File: src/rtl/sram_arb_pkg.sv
// rtl/sram_arb_pkg.sv - shared types and constants for the two-port SRAM arbiter
package sram_arb_pkg;

    localparam int AW_DEF     = 4;
    localparam int DW_DEF     = 4;
    localparam int SRAM_DEPTH = 16;
    localparam int ID_W       = 1;

    typedef enum logic [0:0] {
        ST_INIT = 1'b0,
        ST_RUN  = 1'b1
    } state_e;

endpackage

File: src/rtl/sram_arbiter_if.sv
// rtl/sram_arbiter_if.sv - requester-side command/response bundle for both clients
interface sram_arbiter_if #(
    parameter int AW = sram_arb_pkg::AW_DEF,
    parameter int DW = sram_arb_pkg::DW_DEF
);

    logic          req0;
    logic          wr0;
    logic [AW-1:0] addr0;
    logic [DW-1:0] wdata0;
    logic          gnt0;
    logic          rvalid0;
    logic [DW-1:0] rdata0;

    logic          req1;
    logic          wr1;
    logic [AW-1:0] addr1;
    logic [DW-1:0] wdata1;
    logic          gnt1;
    logic          rvalid1;
    logic [DW-1:0] rdata1;

    modport slave (
        input  req0, wr0, addr0, wdata0,
        input  req1, wr1, addr1, wdata1,
        output gnt0, rvalid0, rdata0,
        output gnt1, rvalid1, rdata1
    );

    modport master (
        output req0, wr0, addr0, wdata0,
        output req1, wr1, addr1, wdata1,
        input  gnt0, rvalid0, rdata0,
        input  gnt1, rvalid1, rdata1
    );

endinterface

File: src/rtl/sram_arbiter_rr_arb2.sv
// rtl/sram_arbiter_rr_arb2.sv - two-way round-robin grant logic (purely combinational)
module rr_arb2 (
    input  logic [1:0] req,
    input  logic       last,
    output logic [1:0] gnt
);

    // last names the requester granted most recently; a tie goes to the other one
    always_comb begin
        gnt = 2'b00;
        case (req)
            2'b01:   gnt = 2'b01;
            2'b10:   gnt = 2'b10;
            2'b11:   gnt = last ? 2'b01 : 2'b10;
            default: gnt = 2'b00;
        endcase
    end

endmodule

File: src/rtl/sram_arbiter.sv
// rtl/sram_arbiter.sv - post-reset clear, round-robin command issue and read return for SRAM4x16
module sram_arbiter
    import sram_arb_pkg::*;
#(
    parameter int READ_LAT = 1,
    parameter int DW       = DW_DEF,
    parameter int AW       = AW_DEF
) (
    input  logic          clk,
    input  logic          rst,
    sram_arbiter_if.slave bus,
    output logic          busy_init,
    output logic          sram_rst,
    output logic          sram_wr,
    output logic [AW-1:0] sram_addr,
    output logic [DW-1:0] sram_data,
    input  logic [DW-1:0] sram_out
);

    localparam int         DEPTH  = 1 + READ_LAT;
    localparam logic [0:0] S_INIT = ST_INIT;
    localparam logic [0:0] S_RUN  = ST_RUN;

    logic [0:0]      state_q, state_d;
    logic [AW-1:0]   cnt_q, cnt_d;
    logic            busy_init_q, busy_init_d;
    logic            sram_rst_q, sram_rst_d;
    logic            sram_wr_q, sram_wr_d;
    logic [AW-1:0]   sram_addr_q, sram_addr_d;
    logic [DW-1:0]   sram_data_q, sram_data_d;
    logic [ID_W-1:0] last_q, last_d;
    logic [DEPTH-1:0] pipe_rd_q, pipe_rd_d;
    logic [DEPTH-1:0] pipe_id_q, pipe_id_d;
    logic            rvalid0_q, rvalid0_d;
    logic            rvalid1_q, rvalid1_d;
    logic [DW-1:0]   rdata0_q, rdata0_d;
    logic [DW-1:0]   rdata1_q, rdata1_d;

    logic [1:0] arb_req;
    logic [1:0] arb_gnt;

    assign arb_req = (state_q == S_RUN) ? {bus.req1, bus.req0} : 2'b00;

    rr_arb2 u_rr_arb2 (
        .req  (arb_req),
        .last (last_q),
        .gnt  (arb_gnt)
    );

    always_comb begin
        state_d     = state_q;
        cnt_d       = cnt_q;
        busy_init_d = busy_init_q;
        sram_rst_d  = 1'b0;
        sram_wr_d   = 1'b0;
        sram_addr_d = sram_addr_q;
        sram_data_d = sram_data_q;
        last_d      = last_q;
        pipe_rd_d   = pipe_rd_q << 1;
        pipe_id_d   = pipe_id_q << 1;

        if (state_q == S_INIT) begin
            sram_wr_d   = 1'b1;
            sram_addr_d = cnt_q;
            sram_data_d = '0;
            cnt_d       = cnt_q + 1'b1;
            if (cnt_q == AW'(SRAM_DEPTH - 1)) begin
                state_d     = S_RUN;
                busy_init_d = 1'b0;
            end
        end else if (|arb_gnt) begin
            last_d       = arb_gnt[1];
            sram_wr_d    = arb_gnt[1] ? bus.wr1    : bus.wr0;
            sram_addr_d  = arb_gnt[1] ? bus.addr1  : bus.addr0;
            sram_data_d  = arb_gnt[1] ? bus.wdata1 : bus.wdata0;
            pipe_rd_d[0] = ~sram_wr_d;
            pipe_id_d[0] = arb_gnt[1];
        end

        // the oldest pipeline slot lines up with sram_out for the read it tracks
        rvalid0_d = pipe_rd_q[DEPTH-1] & ~pipe_id_q[DEPTH-1];
        rvalid1_d = pipe_rd_q[DEPTH-1] &  pipe_id_q[DEPTH-1];
        rdata0_d  = rvalid0_d ? sram_out : rdata0_q;
        rdata1_d  = rvalid1_d ? sram_out : rdata1_q;
    end

    always_ff @(posedge clk) begin
        if (!rst) begin
            state_q     <= S_INIT;
            cnt_q       <= '0;
            busy_init_q <= 1'b1;
            sram_rst_q  <= 1'b1;
            sram_wr_q   <= 1'b0;
            sram_addr_q <= '0;
            sram_data_q <= '0;
            last_q      <= 1'b1;
            pipe_rd_q   <= '0;
            pipe_id_q   <= '0;
            rvalid0_q   <= 1'b0;
            rvalid1_q   <= 1'b0;
            rdata0_q    <= '0;
            rdata1_q    <= '0;
        end else begin
            state_q     <= state_d;
            cnt_q       <= cnt_d;
            busy_init_q <= busy_init_d;
            sram_rst_q  <= sram_rst_d;
            sram_wr_q   <= sram_wr_d;
            sram_addr_q <= sram_addr_d;
            sram_data_q <= sram_data_d;
            last_q      <= last_d;
            pipe_rd_q   <= pipe_rd_d;
            pipe_id_q   <= pipe_id_d;
            rvalid0_q   <= rvalid0_d;
            rvalid1_q   <= rvalid1_d;
            rdata0_q    <= rdata0_d;
            rdata1_q    <= rdata1_d;
        end
    end

    assign bus.gnt0    = arb_gnt[0];
    assign bus.gnt1    = arb_gnt[1];
    assign bus.rvalid0 = rvalid0_q;
    assign bus.rvalid1 = rvalid1_q;
    assign bus.rdata0  = rdata0_q;
    assign bus.rdata1  = rdata1_q;

    assign busy_init = busy_init_q;
    assign sram_rst  = sram_rst_q;
    assign sram_wr   = sram_wr_q;
    assign sram_addr = sram_addr_q;
    assign sram_data = sram_data_q;

endmodule

File: src/flat_wrapper.sv
// flat-port wrapper written by rule: the top's interface ports become plain ports
module sram_arbiter_flat import sram_arb_pkg::*;
#(
    parameter int READ_LAT = 1,
    parameter int DW       = DW_DEF,
    parameter int AW       = AW_DEF
)
  (clk, rst, busy_init, sram_rst, sram_wr, sram_addr, sram_data, sram_out, bus_req0, bus_wr0, bus_addr0, bus_wdata0, bus_req1, bus_wr1, bus_addr1, bus_wdata1, bus_gnt0, bus_rvalid0, bus_rdata0, bus_gnt1, bus_rvalid1, bus_rdata1);
  sram_arbiter_if #(.AW(AW), .DW(DW)) bus_i ();
  input  logic clk;
  input  logic rst;
  output logic busy_init;
  output logic sram_rst;
  output logic sram_wr;
  output logic [AW-1:0] sram_addr;
  output logic [DW-1:0] sram_data;
  input  logic [DW-1:0] sram_out;
  input wire logic [$bits(bus_i.req0)-1:0] bus_req0;
  input wire logic [$bits(bus_i.wr0)-1:0] bus_wr0;
  input wire logic [$bits(bus_i.addr0)-1:0] bus_addr0;
  input wire logic [$bits(bus_i.wdata0)-1:0] bus_wdata0;
  input wire logic [$bits(bus_i.req1)-1:0] bus_req1;
  input wire logic [$bits(bus_i.wr1)-1:0] bus_wr1;
  input wire logic [$bits(bus_i.addr1)-1:0] bus_addr1;
  input wire logic [$bits(bus_i.wdata1)-1:0] bus_wdata1;
  output wire logic [$bits(bus_i.gnt0)-1:0] bus_gnt0;
  output wire logic [$bits(bus_i.rvalid0)-1:0] bus_rvalid0;
  output wire logic [$bits(bus_i.rdata0)-1:0] bus_rdata0;
  output wire logic [$bits(bus_i.gnt1)-1:0] bus_gnt1;
  output wire logic [$bits(bus_i.rvalid1)-1:0] bus_rvalid1;
  output wire logic [$bits(bus_i.rdata1)-1:0] bus_rdata1;
  assign bus_i.req0 = bus_req0;
  assign bus_i.wr0 = bus_wr0;
  assign bus_i.addr0 = bus_addr0;
  assign bus_i.wdata0 = bus_wdata0;
  assign bus_i.req1 = bus_req1;
  assign bus_i.wr1 = bus_wr1;
  assign bus_i.addr1 = bus_addr1;
  assign bus_i.wdata1 = bus_wdata1;
  assign bus_gnt0 = bus_i.gnt0;
  assign bus_rvalid0 = bus_i.rvalid0;
  assign bus_rdata0 = bus_i.rdata0;
  assign bus_gnt1 = bus_i.gnt1;
  assign bus_rvalid1 = bus_i.rvalid1;
  assign bus_rdata1 = bus_i.rdata1;
  sram_arbiter #(.READ_LAT(READ_LAT), .DW(DW), .AW(AW)) u_core (.clk(clk), .rst(rst), .bus(bus_i), .busy_init(busy_init), .sram_rst(sram_rst), .sram_wr(sram_wr), .sram_addr(sram_addr), .sram_data(sram_data), .sram_out(sram_out));
endmodule
File: config.mk
export PLATFORM = sky130hd
export DESIGN_NAME = sram_arbiter_flat
export DESIGN_NICKNAME = d
export VERILOG_FILES = /design/src/rtl/sram_arb_pkg.sv /design/src/rtl/sram_arbiter_if.sv /design/src/rtl/sram_arbiter_rr_arb2.sv /design/src/rtl/sram_arbiter.sv /design/src/flat_wrapper.sv
export SDC_FILE = /design/constraint.sdc
export NUM_CORES = 1
export LEC_CHECK = 0
export ABC_CLOCK_PERIOD_IN_PS = 1400
export CORE_UTILIZATION = 59
export CTS_CLUSTER_SIZE = 30
export DETAILED_ROUTE_END_ITERATION = 6
export DONT_BUFFER_PORTS = 1
export GPL_ROUTABILITY_DRIVEN = 0
export GPL_TIMING_DRIVEN = 0
export PLACE_DENSITY = 0.75
export SLEW_MARGIN = 25
export SYNTH_ARGS = -nofsm -noshare
export SYNTH_HDL_FRONTEND = slang
export SYNTH_SLANG_ARGS = --single-unit
File: constraint.sdc
create_clock -name clk -period 1.4 [get_ports clk]
set_input_delay 0.28 -clock clk [delete_from_list [all_inputs] [get_ports clk]]
set_output_delay 0.28 -clock clk [all_outputs]
set_load 0.03 [all_outputs]
==> results of run 1 <==
-- logic make-up (layout without fill, tap and decap cells) --
kind of cell	Yosys count	in the layout	synth area share, %
fa+ha+maj	1	1	1.036
buf+inv	11	22	4.663
simple gates	53	53	20.52
mux	10	10	8.705
compound gates	24	24	12.23
xor+xnor	2	2	1.451
flops	31	31	51.40
-- path summary, 6_finish.rpt --
kind                                to  slack (ns)  cells after the start
setup / recovery              bus_gnt0        0.05                      3
hold reg to reg    u_core.pipe_rd_q[1]        0.44                      1
setup reg to reg        u_core.sram_wr        0.11                      5
hold / removal    u_core.bus.rdata0[1]        0.09                      2
-- repair_timing --
action / in CTS / in global routing
cloned: 0 / 0
resized for setup: 8 / 2
pin swaps: 1 / 1
endpoints found under the setup margin: 2 / 2
buffers inserted: 4 / 1
-- metrics by stage --
stage	util [%]	std cells	instance area (sq um)	total power, uW
CTS	74.50	168	1356	1517
finish	74.43	168	1355	1507
floorplan	-	132	1211	993.2
global placement	68.25	157	1242	1004
detailed placement	68.25	157	1242	1007
global route	74.43	168	1355	1566
-- metal layers --
| layer | wire length [um] | vias up |
|---|---|---|
| met2 | 1122 | 45 |
| met1 | 921 | 430 |
| met5 | 0 | - |
| met3 | 185 | 4 |
| met4 | 29 | 0 |
| li1 | - | 470 |
-- layout make-up --
type                    count  area, sq um  share of cell area (%)
plain buffers               7        40.04                   2.955
clock buffers               6        51.30                   3.786
clock inverters             1        5.005                  0.3693
inverters                   3        15.01                   1.108
multi-input cells          90        549.3                   40.54
flip-flops and latches     31        625.6                   46.17
well taps                  25        31.28                   2.308
repair buffers              5        37.54                   2.770
-- sequential cells by signal (all words and copies together) (netlist names) --
signal,flops
u_core.bus.rdata0,4
u_core.bus.rdata1,4
u_core.bus.rvalid0,1
u_core.bus.rvalid1,1
u_core.busy_init,1
u_core.cnt_q,4
u_core.last_q,1
u_core.pipe_id_q,2
u_core.pipe_rd_q,2
u_core.sram_addr,4
u_core.sram_data,4
u_core.sram_rst,1
u_core.sram_wr,1
u_core.state_q,1
-- Yosys cell counts (all sizes together) --
library cell  count  share of area, %
buf               5               2.8
nor3              1              0.41
mux2              1               1.2
ha                1               1.0
inv               3              0.93
nand3             7               3.3
xor2              1              0.73
a31o              1              0.73
o211ai            1              0.62
mux2i             9               7.5
dfxtp            31                51
nand2            20               6.2
o22ai             4               2.1
and2              2               1.0
nand2b            1              0.52
and3              1              0.52
a211oi            4               2.5
a31oi             5               2.6
xnor2             1              0.73
and2b             3               1.9
nor2             13               4.0
nor2b             5               2.6
a21oi             9               3.7
clkbuf            3              0.93
-- power breakdown --
group	switching, uW	internal, uW	total, uW
Sequential	27.7	895	923
Clock	289	232	521
Combinational	34.5	28.5	63.0
==> impl_metrics.toml, run 1 <==
[clocking]
cts_root_buf = "clkbuf_4"
insertion_delay_ns = 0.32
numCtsBuffers = 5
clk_path_buf_depth = 2
cts_num_sinks = 31
htreeDepth = 2
hold_buffers = 0
cts_tree = "yes"
path_clk_slew_ns = 0.09

[logic_synthesis]
netlist_area_sq_um = 1207
ys_seq_area_share_pct = 51.40
synth_cells = 132
synth_nets = 159
syn_area_per_cell_sq_um = 9.147
synth_cell_types = 27
synth_seq_cells = 31
yosysWarnings = 0

[timing]
rsz0062_at_grt = "no"
hold_viol = 0
finalMaxSlewViolations = 0
fin_ws_ns = 0.04506
slew_headroom_pct = 70.36
timing.final.crit_period_ns = 1.355
holdWs_ns = 0.08667
finalSetupViolations = 0
finalClockSkew_ns = 0.004692
tightest_slew_ns = 0.4445
period_share_pct = 96.78
fmax_mhz = 738.0
tns_ns = 0

[routing]
drt_iter0_drc = 11
dr.pass1.iters = 4
drt.antenna.violating_nets = 0
wl_per_cell_um = 13.45
wirelength_um = 2259
drc = 0
via_count = 949
vias_per_cell = 5.649

[grt]
antenna_found_initial = 0
top_usage_layer = "met2"
grt_max_degree = 11
grt_overflow = 0
grt_use_total_pct = 23.48
grt_pass1_vias = 855
use_met1_pct = 25.41
grt_pass1_wl_um = 3525
grt_use_met3_pct = 9.231
use_met2_pct = 38.63

[power_and_ir_drop]
leakagePower_uw = 0.0005808
ir_worst_vdd_mv = 0.6392
power_density_nw_per_um2 = 1112

[run]
max-cap-violations = 0

[setup_path]
cp_max_fo = 4
path_delay_family = "flip-flops"
crit_type = "flip-flop to primary output"
cp-start-kind = "flip-flop"
worst_ep_arrival_time_ns = 1.07
r2r_start = "u_core.last_q"
cp-startpoint = "u_core.state_q"
critPathSlowestCell = "dfxtp_4"
crit_required_ns = 1.12
end_kind = "primary output"
path_cells = "buf_6 -> nand2_4 -> a21oi_4"
path_buf_inv = 1
max_stage_delay_ns = 0.38

[die]
die_area_sq_um = 2231
die-height_um = 47.24
initial_core_util_pct = 66.32
io_pins = 49
core_region_area_sq_um = 1821
rows = 15
die_x_um = 47.24

[cells_and_area]
n_fill_cell = 130
syn_to_final_growth_pct = 12.23
nNetsFinal = 170
final_cell_mix = "29 x dfxtp_1, 19 x nand2_1, 13 x nor2_1, 9 x mux2i_1, 8 x a21oi_1"
diodes = 0
final_common_cell = "dfxtp_1"
drive_above_1_share_pct = 16.08

[place]
io_buffer_count = 0
place_ws_ns = 0.01296
dp_hpwl_um = 1609

[hold_path]
hp-start = "sram_out[1]"
hold_path_class = "primary input to flip-flop"

[outcome]
outcome = "completed"
Power figures use the tool's default switching activity.
==> run 2: changes to the inputs <==
--- a/config.mk
+++ b/config.mk
@@ -6,13 +6,13 @@
 export NUM_CORES = 1
 export LEC_CHECK = 0
 export ABC_CLOCK_PERIOD_IN_PS = 1400
-export CORE_UTILIZATION = 59
+export CORE_UTILIZATION = 55
 export CTS_CLUSTER_SIZE = 30
 export DETAILED_ROUTE_END_ITERATION = 6
 export DONT_BUFFER_PORTS = 1
 export GPL_ROUTABILITY_DRIVEN = 0
 export GPL_TIMING_DRIVEN = 0
-export PLACE_DENSITY = 0.75
+export PLACE_DENSITY = 0.7
 export SLEW_MARGIN = 25
 export SYNTH_ARGS = -nofsm -noshare
 export SYNTH_HDL_FRONTEND = slang
==> impl_metrics.toml, run 2 (synthesis results as in run 1) <==
[timing]
timing.final.crit_period_ns = 1.359
tightest_slew_ns = 0.4448
finalClockSkew_ns = 0.01157
period_share_pct = 97.10
finalMaxSlewViolations = 0
slew_headroom_pct = 70.35
finalSetupViolations = 0
hold_viol = 0
fmax_mhz = 735.7

[power_and_ir_drop]
p_switching_uw = 351.1
leakagePower_uw = 0.0005810
power_density_nw_per_um2 = 1234
finalPower_uw = 1696
swShare_pct = 20.70
p_clk_share_pct = 42.0
p_comb_share_pct = 3.6
ir_worst_vdd_mv = 0.9897
seqPwrFrac_pct = 54.4
p_int_uw = 1345

[setup_path]
end_kind = "primary output"
path_cells = "buf_6 -> nand2_2 -> a21oi_4"
max_stage_delay_ns = 0.38
crit_type = "flip-flop to primary output"
critPathSlowestCell = "dfxtp_4"
crit_required_ns = 1.12
cp_max_fo = 3
cp-start-kind = "flip-flop"
worst_ep_arrival_time_ns = 1.08
path_delay_family = "flip-flops"
path_buf_inv = 1

[die]
io_pins = 49
initial_core_util_pct = 59.72
die_x_um = 48.86
rows = 16
die-height_um = 48.86
die_area_sq_um = 2387
core_region_area_sq_um = 2022

[routing]
wirelength_um = 2227
drt_iter0_drc = 10
wl_per_cell_um = 13.10
drt.antenna.violating_nets = 0
drc = 0
dr.pass1.iters = 5
via_count = 933
vias_per_cell = 5.488

[cells_and_area]
final_common_cell = "dfxtp_1"
nNetsFinal = 169
drive_above_1_share_pct = 16.08
fin_area_sq_um = 1375
syn_to_final_growth_pct = 13.89
diodes = 0
final_cell_mix = "29 x dfxtp_1, 19 x nand2_1, 13 x nor2_1, 9 x mux2i_1, 8 x a21oi_1"

[clocking]
numCtsBuffers = 5
cts_tree = "yes"
htreeDepth = 2
cts_root_buf = "clkbuf_4"
cts_num_sinks = 31
insertion_delay_ns = 0.32
path_clk_slew_ns = 0.09
clk_path_buf_depth = 2

[grt]
grt_pass1_vias = 874
grt_max_degree = 11
grt_pass1_wl_um = 3774
grt_overflow = 0
grt_use_total_pct = 20.96
antenna_found_initial = 0

[outcome]
outcome = "completed"

[place]
dp_hpwl_um = 1546
io_buffer_count = 0
place_area_sq_um = 1245

[hold_path]
hold_path_class = "primary input to flip-flop"

[run]
max-cap-violations = 0
## run 2: metrics by stage
stage / hold slack, ns / util (%) / setup TNS (ns) / std cells / setup WS, ns
6_report: 0.08567 / 68.01 / 0 / 170 / 0.04066
5_1_grt: 0.07437 / 68.01 / -0.01214 / 170 / -0.01214
4_1_cts: 0.07298 / 68.56 / 0 / 171 / 0.005657
3_5_place_dp: 0.4199 / 61.57 / -0.01851 / 159 / -0.01851
3_3_place_gp: 0.4137 / 61.57 / 0 / 159 / 0.01489
2_1_floorplan: 0.4119 / - / 0 / 132 / 0.1455
## run 2: power groups by stage
stage	registers [uW]	clock network, uW	logic [uW]
4_1_cts	923	730	62.1
3_3_place_gp	945	0	59.5
2_1_floorplan	942	0	51.5
6_report	923	712	61.5
5_1_grt	925	773	70.9
3_5_place_dp	945	0	61.2
## run 2: final cells by class
cell class              instances  area [sq um]
plain buffers                   7         40.04
fillers                       170         646.9
multi-input cells              90         544.3
clock inverters                 2         35.03
inverters                       3         15.01
flip-flops and latches         31         625.6
well taps                      27         33.78
clock buffers                   6         51.30
repair buffers                  4         30.03
## run 2: what timing repair did
action                     4_1_cts  5_1_grt
resized for setup                7        2
pin swaps                        1        1
setup buffers                    4        0
hold buffers                     0        0
setup endpoints to repair        2        2
## run 2: worst paths after layout
| check | start | end | slack [ns] | cells past startpoint |
|---|---|---|---|---|
| worst min register to register | u_core.pipe_rd_q[0] | u_core.pipe_rd_q[1] | 0.44 | 1 |
| worst min-delay path | sram_out[2] | u_core.bus.rdata0[2] | 0.09 | 2 |
| worst max register to register | u_core.last_q | u_core.sram_wr | 0.10 | 5 |
| worst max-delay path | u_core.state_q | bus_gnt0 | 0.04 | 3 |
## run 2: layer usage
| metal | vias to the layer above | global-route usage [%] | wire length [um] |
|---|---|---|---|
| met4 | 0 | 4.412 | 0 |
| met3 | 0 | 9.346 | 155 |
| li1 | 476 | - | - |
| met1 | 419 | 23.85 | 919 |
| met2 | 38 | 36.11 | 1151 |
| met5 | - | 0 | 0 |
==> run 3: changes to the inputs <==
--- a/config.mk
+++ b/config.mk
@@ -11,7 +11,6 @@
 export DETAILED_ROUTE_END_ITERATION = 6
 export DONT_BUFFER_PORTS = 1
 export GPL_ROUTABILITY_DRIVEN = 0
-export GPL_TIMING_DRIVEN = 0
 export PLACE_DENSITY = 0.7
 export SLEW_MARGIN = 25
 export SYNTH_ARGS = -nofsm -noshare
==> impl_metrics.toml, run 3 (synthesis results as in run 1) <==
[cells_and_area]
nNetsFinal = 171
fin_area_sq_um = 1393
n_fill_cell = 175
fin_cells = 172
syn_to_final_growth_pct = 15.34
final_cell_mix = "29 x dfxtp_1, 17 x nand2_1, 13 x nor2_1, 9 x mux2i_1, 9 x buf_4"
final_util_pct = 68.87
final_common_cell = "dfxtp_1"
diodes = 0
drive_above_1_share_pct = 20.69

[die]
core_region_area_sq_um = 2022
die_x_um = 48.86
die-height_um = 48.86
io_pins = 49
die_area_sq_um = 2387
initial_core_util_pct = 59.72
rows = 16

[place]
dp_hpwl_um = 1543
place_area_sq_um = 1260
io_buffer_count = 0
placed_cells = 159

[timing]
finalMaxSlewViolations = 0
slew_headroom_pct = 77.18
tightest_slew_ns = 0.3418
holdWs_ns = 0.02722
period_share_pct = 99.28
hold_viol = 0
rsz0062_at_grt = "yes"
finalClockSkew_ns = 0.005028
finalSetupViolations = 0
timing.final.crit_period_ns = 1.390
fmax_mhz = 719.5

[setup_path]
end_kind = "primary output"
cp_max_fo = 2
worst_ep_arrival_time_ns = 1.11
cp-start-kind = "flip-flop"
crit_required_ns = 1.12
crit_type = "flip-flop to primary output"

[clocking]
numCtsBuffers = 5
insertion_delay_ns = 0.32
cts_num_sinks = 31
cts_tree = "yes"
cts_root_buf = "clkbuf_4"
path_clk_slew_ns = 0.09
htreeDepth = 2
clk_path_buf_depth = 2

[routing]
wirelength_um = 2329
dr.pass1.iters = 4
drt.antenna.violating_nets = 0
drc = 0
wl_per_cell_um = 13.54
via_count = 937
vias_per_cell = 5.448
drt_iter0_drc = 23

[grt]
grt_overflow = 0
antenna_found_initial = 0
grt_pass1_vias = 829
grt_use_total_pct = 20.65
grt_max_degree = 16
grt_pass1_wl_um = 3608

[run]
max-cap-violations = 0

[power_and_ir_drop]
leakagePower_uw = 0.0005890
power_density_nw_per_um2 = 1053
ir_worst_vdd_mv = 0.6391

[outcome]
outcome = "completed"

[hold_path]
hold_path_class = "primary input to flip-flop"
run 3: cell types whose count changed in the layout (fill, tap and decap cells not counted), sizes merged:
cell | before | now
clkinvlp | 1 | 0
clkdlybuf4s15 | 0 | 1
bufinv | 1 | 0
inv | 2 | 3
buf | 8 | 12
clkbuf | 9 | 7
run 3: final cells by class:
type                       instances  area, sq um  area share (%)
multi-input combinational         90        561.8           40.34
clock buffer                       7        45.04           3.234
clock inverter                     1        5.005          0.3594
timing repair buffer              13        112.6           8.086
inverter                           3        11.26          0.8086
sequential                        31        623.1           44.74
tap                               27        33.78           2.426
run 3: final timing paths:
path | start | to | slack [ns] | depth (start not counted)
setup / recovery | u_core.state_q | bus_gnt0 | 0.01 | 4
hold / removal | rst | u_core.busy_init | 0.03 | 1
setup reg to reg | u_core.state_q | u_core.sram_wr | 0.07 | 5
hold reg to reg | u_core.pipe_id_q[0] | u_core.pipe_id_q[1] | 0.43 | 1
run 3: report_power, final:
part           switching (uW)  internal, uW
Combinational            31.7          30.7
Clock                     285           195
Sequential               27.1           897
run 3: routing by layer:
metal	wire length (um)	global-route usage (%)	share of wire, %	vias up
met5	0	0	0	-
met4	68	10.29	2.9	0
met3	187	11.21	8.0	7
met2	1091	32.18	47	36
met1	981	22.71	42	421
li1	-	-	-	473
run 3: critical path, stage by stage, from the launching register on:
cell and delay [ns]:
dfxtp_2 0.37, buf_6 0.10, nand2_2 0.04, a21oi_2 0.13, buf_6 0.15
run 3: timing repair:
item / 4_1_cts / 5_1_grt
buffers inserted: 1 / 4
resized for setup: 8 / 5
endpoints found under the hold margin: 0 / 0
cloned: 0 / 1
endpoints found under the setup margin: 2 / 8
pin swaps: 1 / 1
hold buffers: 0 / 0
run 3: metrics by stage:
step                      total power (uW)  setup slack [ns]  setup TNS [ns]
after global placement                1002            0.2497               0
after detailed placement              1006            0.2080               0
after floorplan                      993.2            0.1455               0
final                                 1467           0.01011               0
after global routing                  1536          -0.04862        -0.05830
after CTS                             1480           0.01550               0
==> patch 1 (flow settings as in run 3) <==
Reset style: asynchronous (`rst`), changed in one clocked block.
--- a/src/rtl/sram_arbiter.sv
+++ b/src/rtl/sram_arbiter.sv
@@ -85,5 +85,5 @@
     end
 
-    always_ff @(posedge clk) begin
+    always_ff @(posedge clk or negedge rst) begin
         if (!rst) begin
             state_q     <= S_INIT;
Check against the original RTL: differs if rst is asserted again (counterexample within 4 cycles, from zero or initial values and one cycle with rst low); with rst held inactive, the same outputs for 10 cycles.
==> patch 1 against run 3 <==
- the run now ends with setup timing left
- die area increased by 9.0%
- setup slack got worse by 0.13 ns
- wire length increased by 10%
- cell count decreased by 4.1%
- cell area increased by 18%
- sequential cell count unchanged
- critical path type unchanged
- synthesized cell count decreased by 16%
- area after synthesis increased by 9.4%
Power is not compared: it rests on default switching activity, and its combinational part moved more than twofold at a synthesized area within 25%.
==> patch 1: results (changes against run 3) <==
[grt]
use_met2_pct=36.6  ; +4.4 points
grt_pass1_vias=950  ; +15%
grt_max_degree=32  ; +16
gr-usage-met3_pct=7.14  ; -4.1 points
grt_usage_pct=24.1  ; +3.5 points
met1_usage_pct=30.7  ; +8.0 points
grt_pass1_wl_um=4500  ; +25%

[timing]
setup_violations=2  ; +2
fin_ws_ns=-0.123  ; -0.133 ns
holdWs_ns=0.0924  ; +0.0652 ns

[finish]
final_cells=165  ; -4.1%
layout.nonclk_buf_share_pct=11.2  ; +3.1 points
nClkBuffers=6  ; -1
nMultiInputCombCells=70  ; -22%
utilization_pct=73.3  ; +4.4 points
sh_seq_area_pct=47.6  ; +2.9 points
final_area_um2=1640  ; +18%
fillers=145  ; -17%
nets=163  ; -4.7%
clk_share_pct=5.28  ; +1.7 points
multiInputGateArea_um2=520  ; -7.3%
inverters=7  ; +4

[synth]
synthMuxAreaShare_pct=10.5  ; +1.8 points
yosys_most_used_dff=dfrtp_1
synth-xor-area-share_pct=1.99  ; +0.54 points
ys_types=33  ; +22%
synthTopCellsByCount=28 x dfrtp_1, 11 x mux2_2, 10 x nor2_1
synth.top_cells.by_area=dfrtp_1 53%, mux2_2 9.4%, dfstp_2 6.0%, a211oi_1 2.8%, nor2_1 2.8%
async_flop_share_pct=100  ; +100 points
synth-compound-area-share_pct=12.3  ; +0.083 points
yosysSeqAreaShare_pct=59.0  ; +7.6 points
synthesis.nets=138  ; -13%

[routing]
met1Wirelength_um=1110  ; +13%
wl_met2_um=1260  ; +16%
wl_met3_um=149  ; -20%
via_per_inst=5.75  ; +5.6%

[placement]
place_area_um2=1460  ; +16%
dp.cells=151  ; -5.0%

[critical_path]
critical-path-max-stage-delay_ns=0.57  ; +0.20 ns
r2r_end=u_core.sram_addr[3]
r2r_slack_ns=0.05  ; -0.02 ns
path_max_fanout=4  ; +2
crit_arrival_ns=1.24  ; +0.13 ns

[outcome]
violations=setup timing
status=complete, but fails checks

patch 1: cell families after synthesis:
| family | Yosys count |
|---|---|
| compound gates | 22 |
| mux | 12 |
| other cells | 1 |
| simple gates | 31 |
| xor+xnor | 3 |
| flops | 31 |
| buf+inv | 10 |
| fa+ha+maj | 1 |
patch 1: what timing repair did:
action / in CTS / in global routing
hold endpoints to repair: 32 / 0
gates resized for setup: 4 / 5
hold buffers: 3 / 0
endpoints found under the setup margin: 2 / 7
setup buffers: 3 / 0
pin swaps: 1 / 2
patch 1: how the worst min path moves through the flow:
stage / from / endpoint / depth (start not counted)
floorplan: rst / u_core.bus.rdata0[0] / 0
global placement: rst / u_core.bus.rvalid0 / 0
detailed placement: rst / u_core.bus.rvalid1 / 0
CTS: bus_wr1 / u_core.sram_wr / 2
global route: sram_out[1] / u_core.bus.rdata0[1] / 1
finish: bus_wr1 / u_core.sram_wr / 2
==> patch 2 (config.mk and constraints of run 3) <==
Without the edit above. `READ_LAT` is set to 1 in 2 places; all go to 2.
--- a/src/rtl/sram_arbiter.sv
+++ b/src/rtl/sram_arbiter.sv
@@ -3,5 +3,5 @@
     import sram_arb_pkg::*;
 #(
-    parameter int READ_LAT = 1,
+    parameter int READ_LAT = 2,
     parameter int DW       = DW_DEF,
     parameter int AW       = AW_DEF
--- a/src/flat_wrapper.sv
+++ b/src/flat_wrapper.sv
@@ -2,5 +2,5 @@
 module sram_arbiter_flat import sram_arb_pkg::*;
 #(
-    parameter int READ_LAT = 1,
+    parameter int READ_LAT = 2,
     parameter int DW       = DW_DEF,
     parameter int AW       = AW_DEF
Function: same outputs for any inputs over 10 cycles, from zero or initial values and one cycle with rst low; that may be too few to reach the edited logic, so the function may still have changed.
==> patch 2 against run 3 <==
- power is 5.5% higher
- sequential power is 6.1% higher
- setup slack better by 0.047 ns
- fmax is 3.5% higher
- clock power is 4.6% higher
- area after synthesis is 3.3% higher
- first-iteration DRC count is 35% lower
- wire length is 3.4% higher
- combinational power is 3% higher
- sequential cell count is 2 higher
- cell area is 1.3% lower
- global-route usage is 2.3 points higher
- largest power group unchanged
- critical endpoint unchanged
- hold slack better by 0.0093 ns
==> patch 2: results (changes against run 3) <==
[critical_path]
crit_arrival_ns=1.06  ; -0.05 ns
r2r_slack_ns=0.17  ; +0.10 ns
r2r-start=u_core.last_q
r2r_cells=5  ; unchanged
path_max_fanout=6  ; +4

[floorplanning]
coreArea_um2=2040  ; +0.99%

[placement]
dp_hpwl_um=1710  ; +11%
dp_slack_ns=0.102  ; -0.106 ns
port_buffers=0  ; unchanged

[finish]
diodes=0  ; unchanged
nets=164  ; -4.1%
drive_gt1_share_pct=14.5  ; -6.2 points

[synth]
synthTopCellsByCount=33 x dfxtp_1, 15 x nor2_1, 14 x mux2i_1, 12 x nand2_1, 6 x nand3_1
yosysSeqAreaShare_pct=53.0  ; +1.6 points
ys_types=26  ; -3.7%
synth.top_cells.by_area=dfxtp_1 53%, mux2i_1 11%, nor2_1 4.5%, nand2_1 3.6%, a31oi_1 2.5%
yosys_warnings=0  ; unchanged

[pwr]
irDropWorstVdd_v=0.000730  ; +14%
p_leak_nw=0.596  ; +1.1%
netSwitchingFraction_pct=24.1  ; +0.66 points

[routing]
drtPass1Iterations=4  ; unchanged
via_per_inst=5.70  ; +4.7%
wl_per_cell_um=14.6  ; +7.8%
initialDrtViolationCount=15  ; -35%

[grt]
grt_pass1_wl_um=4150  ; +15%
grt_max_degree=13  ; -3
grt_pass1_vias=923  ; +11%
grt_usage_pct=23.0  ; +2.3 points
grt_antenna_before_repair=0  ; unchanged

[clocking]
insertion_delay_ns=0.34  ; +0.02 ns
path_clk_slew_ns=0.09  ; about the same

[outcome]
status=complete, no violations

[timing]
holdWs_ns=0.0365  ; +0.00927 ns
fin_skew_ns=0.00470  ; -0.000327 ns
max_slew_margin_pct=69.6  ; -7.6 points

[worst_hold_path]
whs_endpoint=u_core.last_q

[run]
max_cap_violations=0  ; unchanged

==> patch 2: final cells by class <==
cell class                      count  area, µm²
Fill cell                         178        668
Sequential cell                    33        666
Multi-Input combinational cell     86        549
Timing Repair Buffer                8       62.6
Clock buffer                        6       41.3
Tap cell                           27       33.8
Inverter                            3       11.3
Clock inverter                      2       10.0
==> patch 2: how the worst max path moves through the flow <==
stage / from / end / slack (ns) / cells after the start
finish: u_core.state_q / bus_gnt0 / 0.06 / 3
global route: u_core.state_q / u_core.sram_wr / 0.005 / 3
CTS: u_core.state_q / bus_gnt0 / 0.02 / 3
detailed placement: u_core.state_q / u_core.sram_wr / 0.10 / 3
global placement: u_core.state_q / bus_gnt1 / 0.15 / 3
floorplan: u_core.state_q / bus_gnt0 / 0.15 / 3
==> patch 2: layer usage <==
metal | wire, µm | GRT usage, % | up-vias
li1 | - | - | 461
met1 | 938 | 23.9 | 429
met2 | 1220 | 40.1 | 44
met3 | 218 | 10.2 | 7
met4 | 36 | 8.57 | 0
met5 | 0 | 0 | -
==> patch 2: cell families (layout without fill, tap and decap cells) <==
kind of cell             after synthesis  count (layout)  share of synthesized area, %
AND/OR/NAND/NOR                       49              49                          19.3
flip-flops                            33              33                          53.0
AO/OA/AOI/OAI                         20              20                          10.0
multiplexers                          14              14                          11.2
buffers and inverters                 10              19                          4.11
XOR/XNOR                               2               2                          1.40
adder cells (fa/ha/maj)                1               1                          1.00
==> patch 2: repair_timing <==
| action | in CTS | in global routing |
|---|---|---|
| endpoints found under the setup margin | 2 | 5 |
| gates resized for setup | 2 | 3 |
| endpoints found under the hold margin | 1 | 0 |
| hold buffers | 1 | 0 |
| buffers inserted | 1 | 0 |
| pin swaps | 1 | 0 |
==> patch 2: stage by stage <==
step	util (%)	cell area [µm²]	power, mW	std cells
after floorplan	-	1250	1.05	129
after global placement	63.2	1290	1.06	155
after detailed placement	63.2	1290	1.06	155
after CTS	67.0	1370	1.56	165
after global routing	67.3	1370	1.62	165
final	67.3	1370	1.55	165
==> patch 2: worst max-delay path, stage by stage, from the launching register on <==
cell and delay (ns):
dfxtp_4 0.39, nand2_1 0.07, a21oi_2 0.10, buf_4 0.16
==> patch 2: power groups by stage <==
stage / Sequential, mW / Clock [mW] / Combinational [mW]
floorplan: 1.00 / 0 / 0.0492
global placement: 1.00 / 0 / 0.0570
detailed placement: 1.00 / 0 / 0.0597
CTS: 0.981 / 0.519 / 0.0634
global route: 0.982 / 0.567 / 0.0718
finish: 0.980 / 0.503 / 0.0640
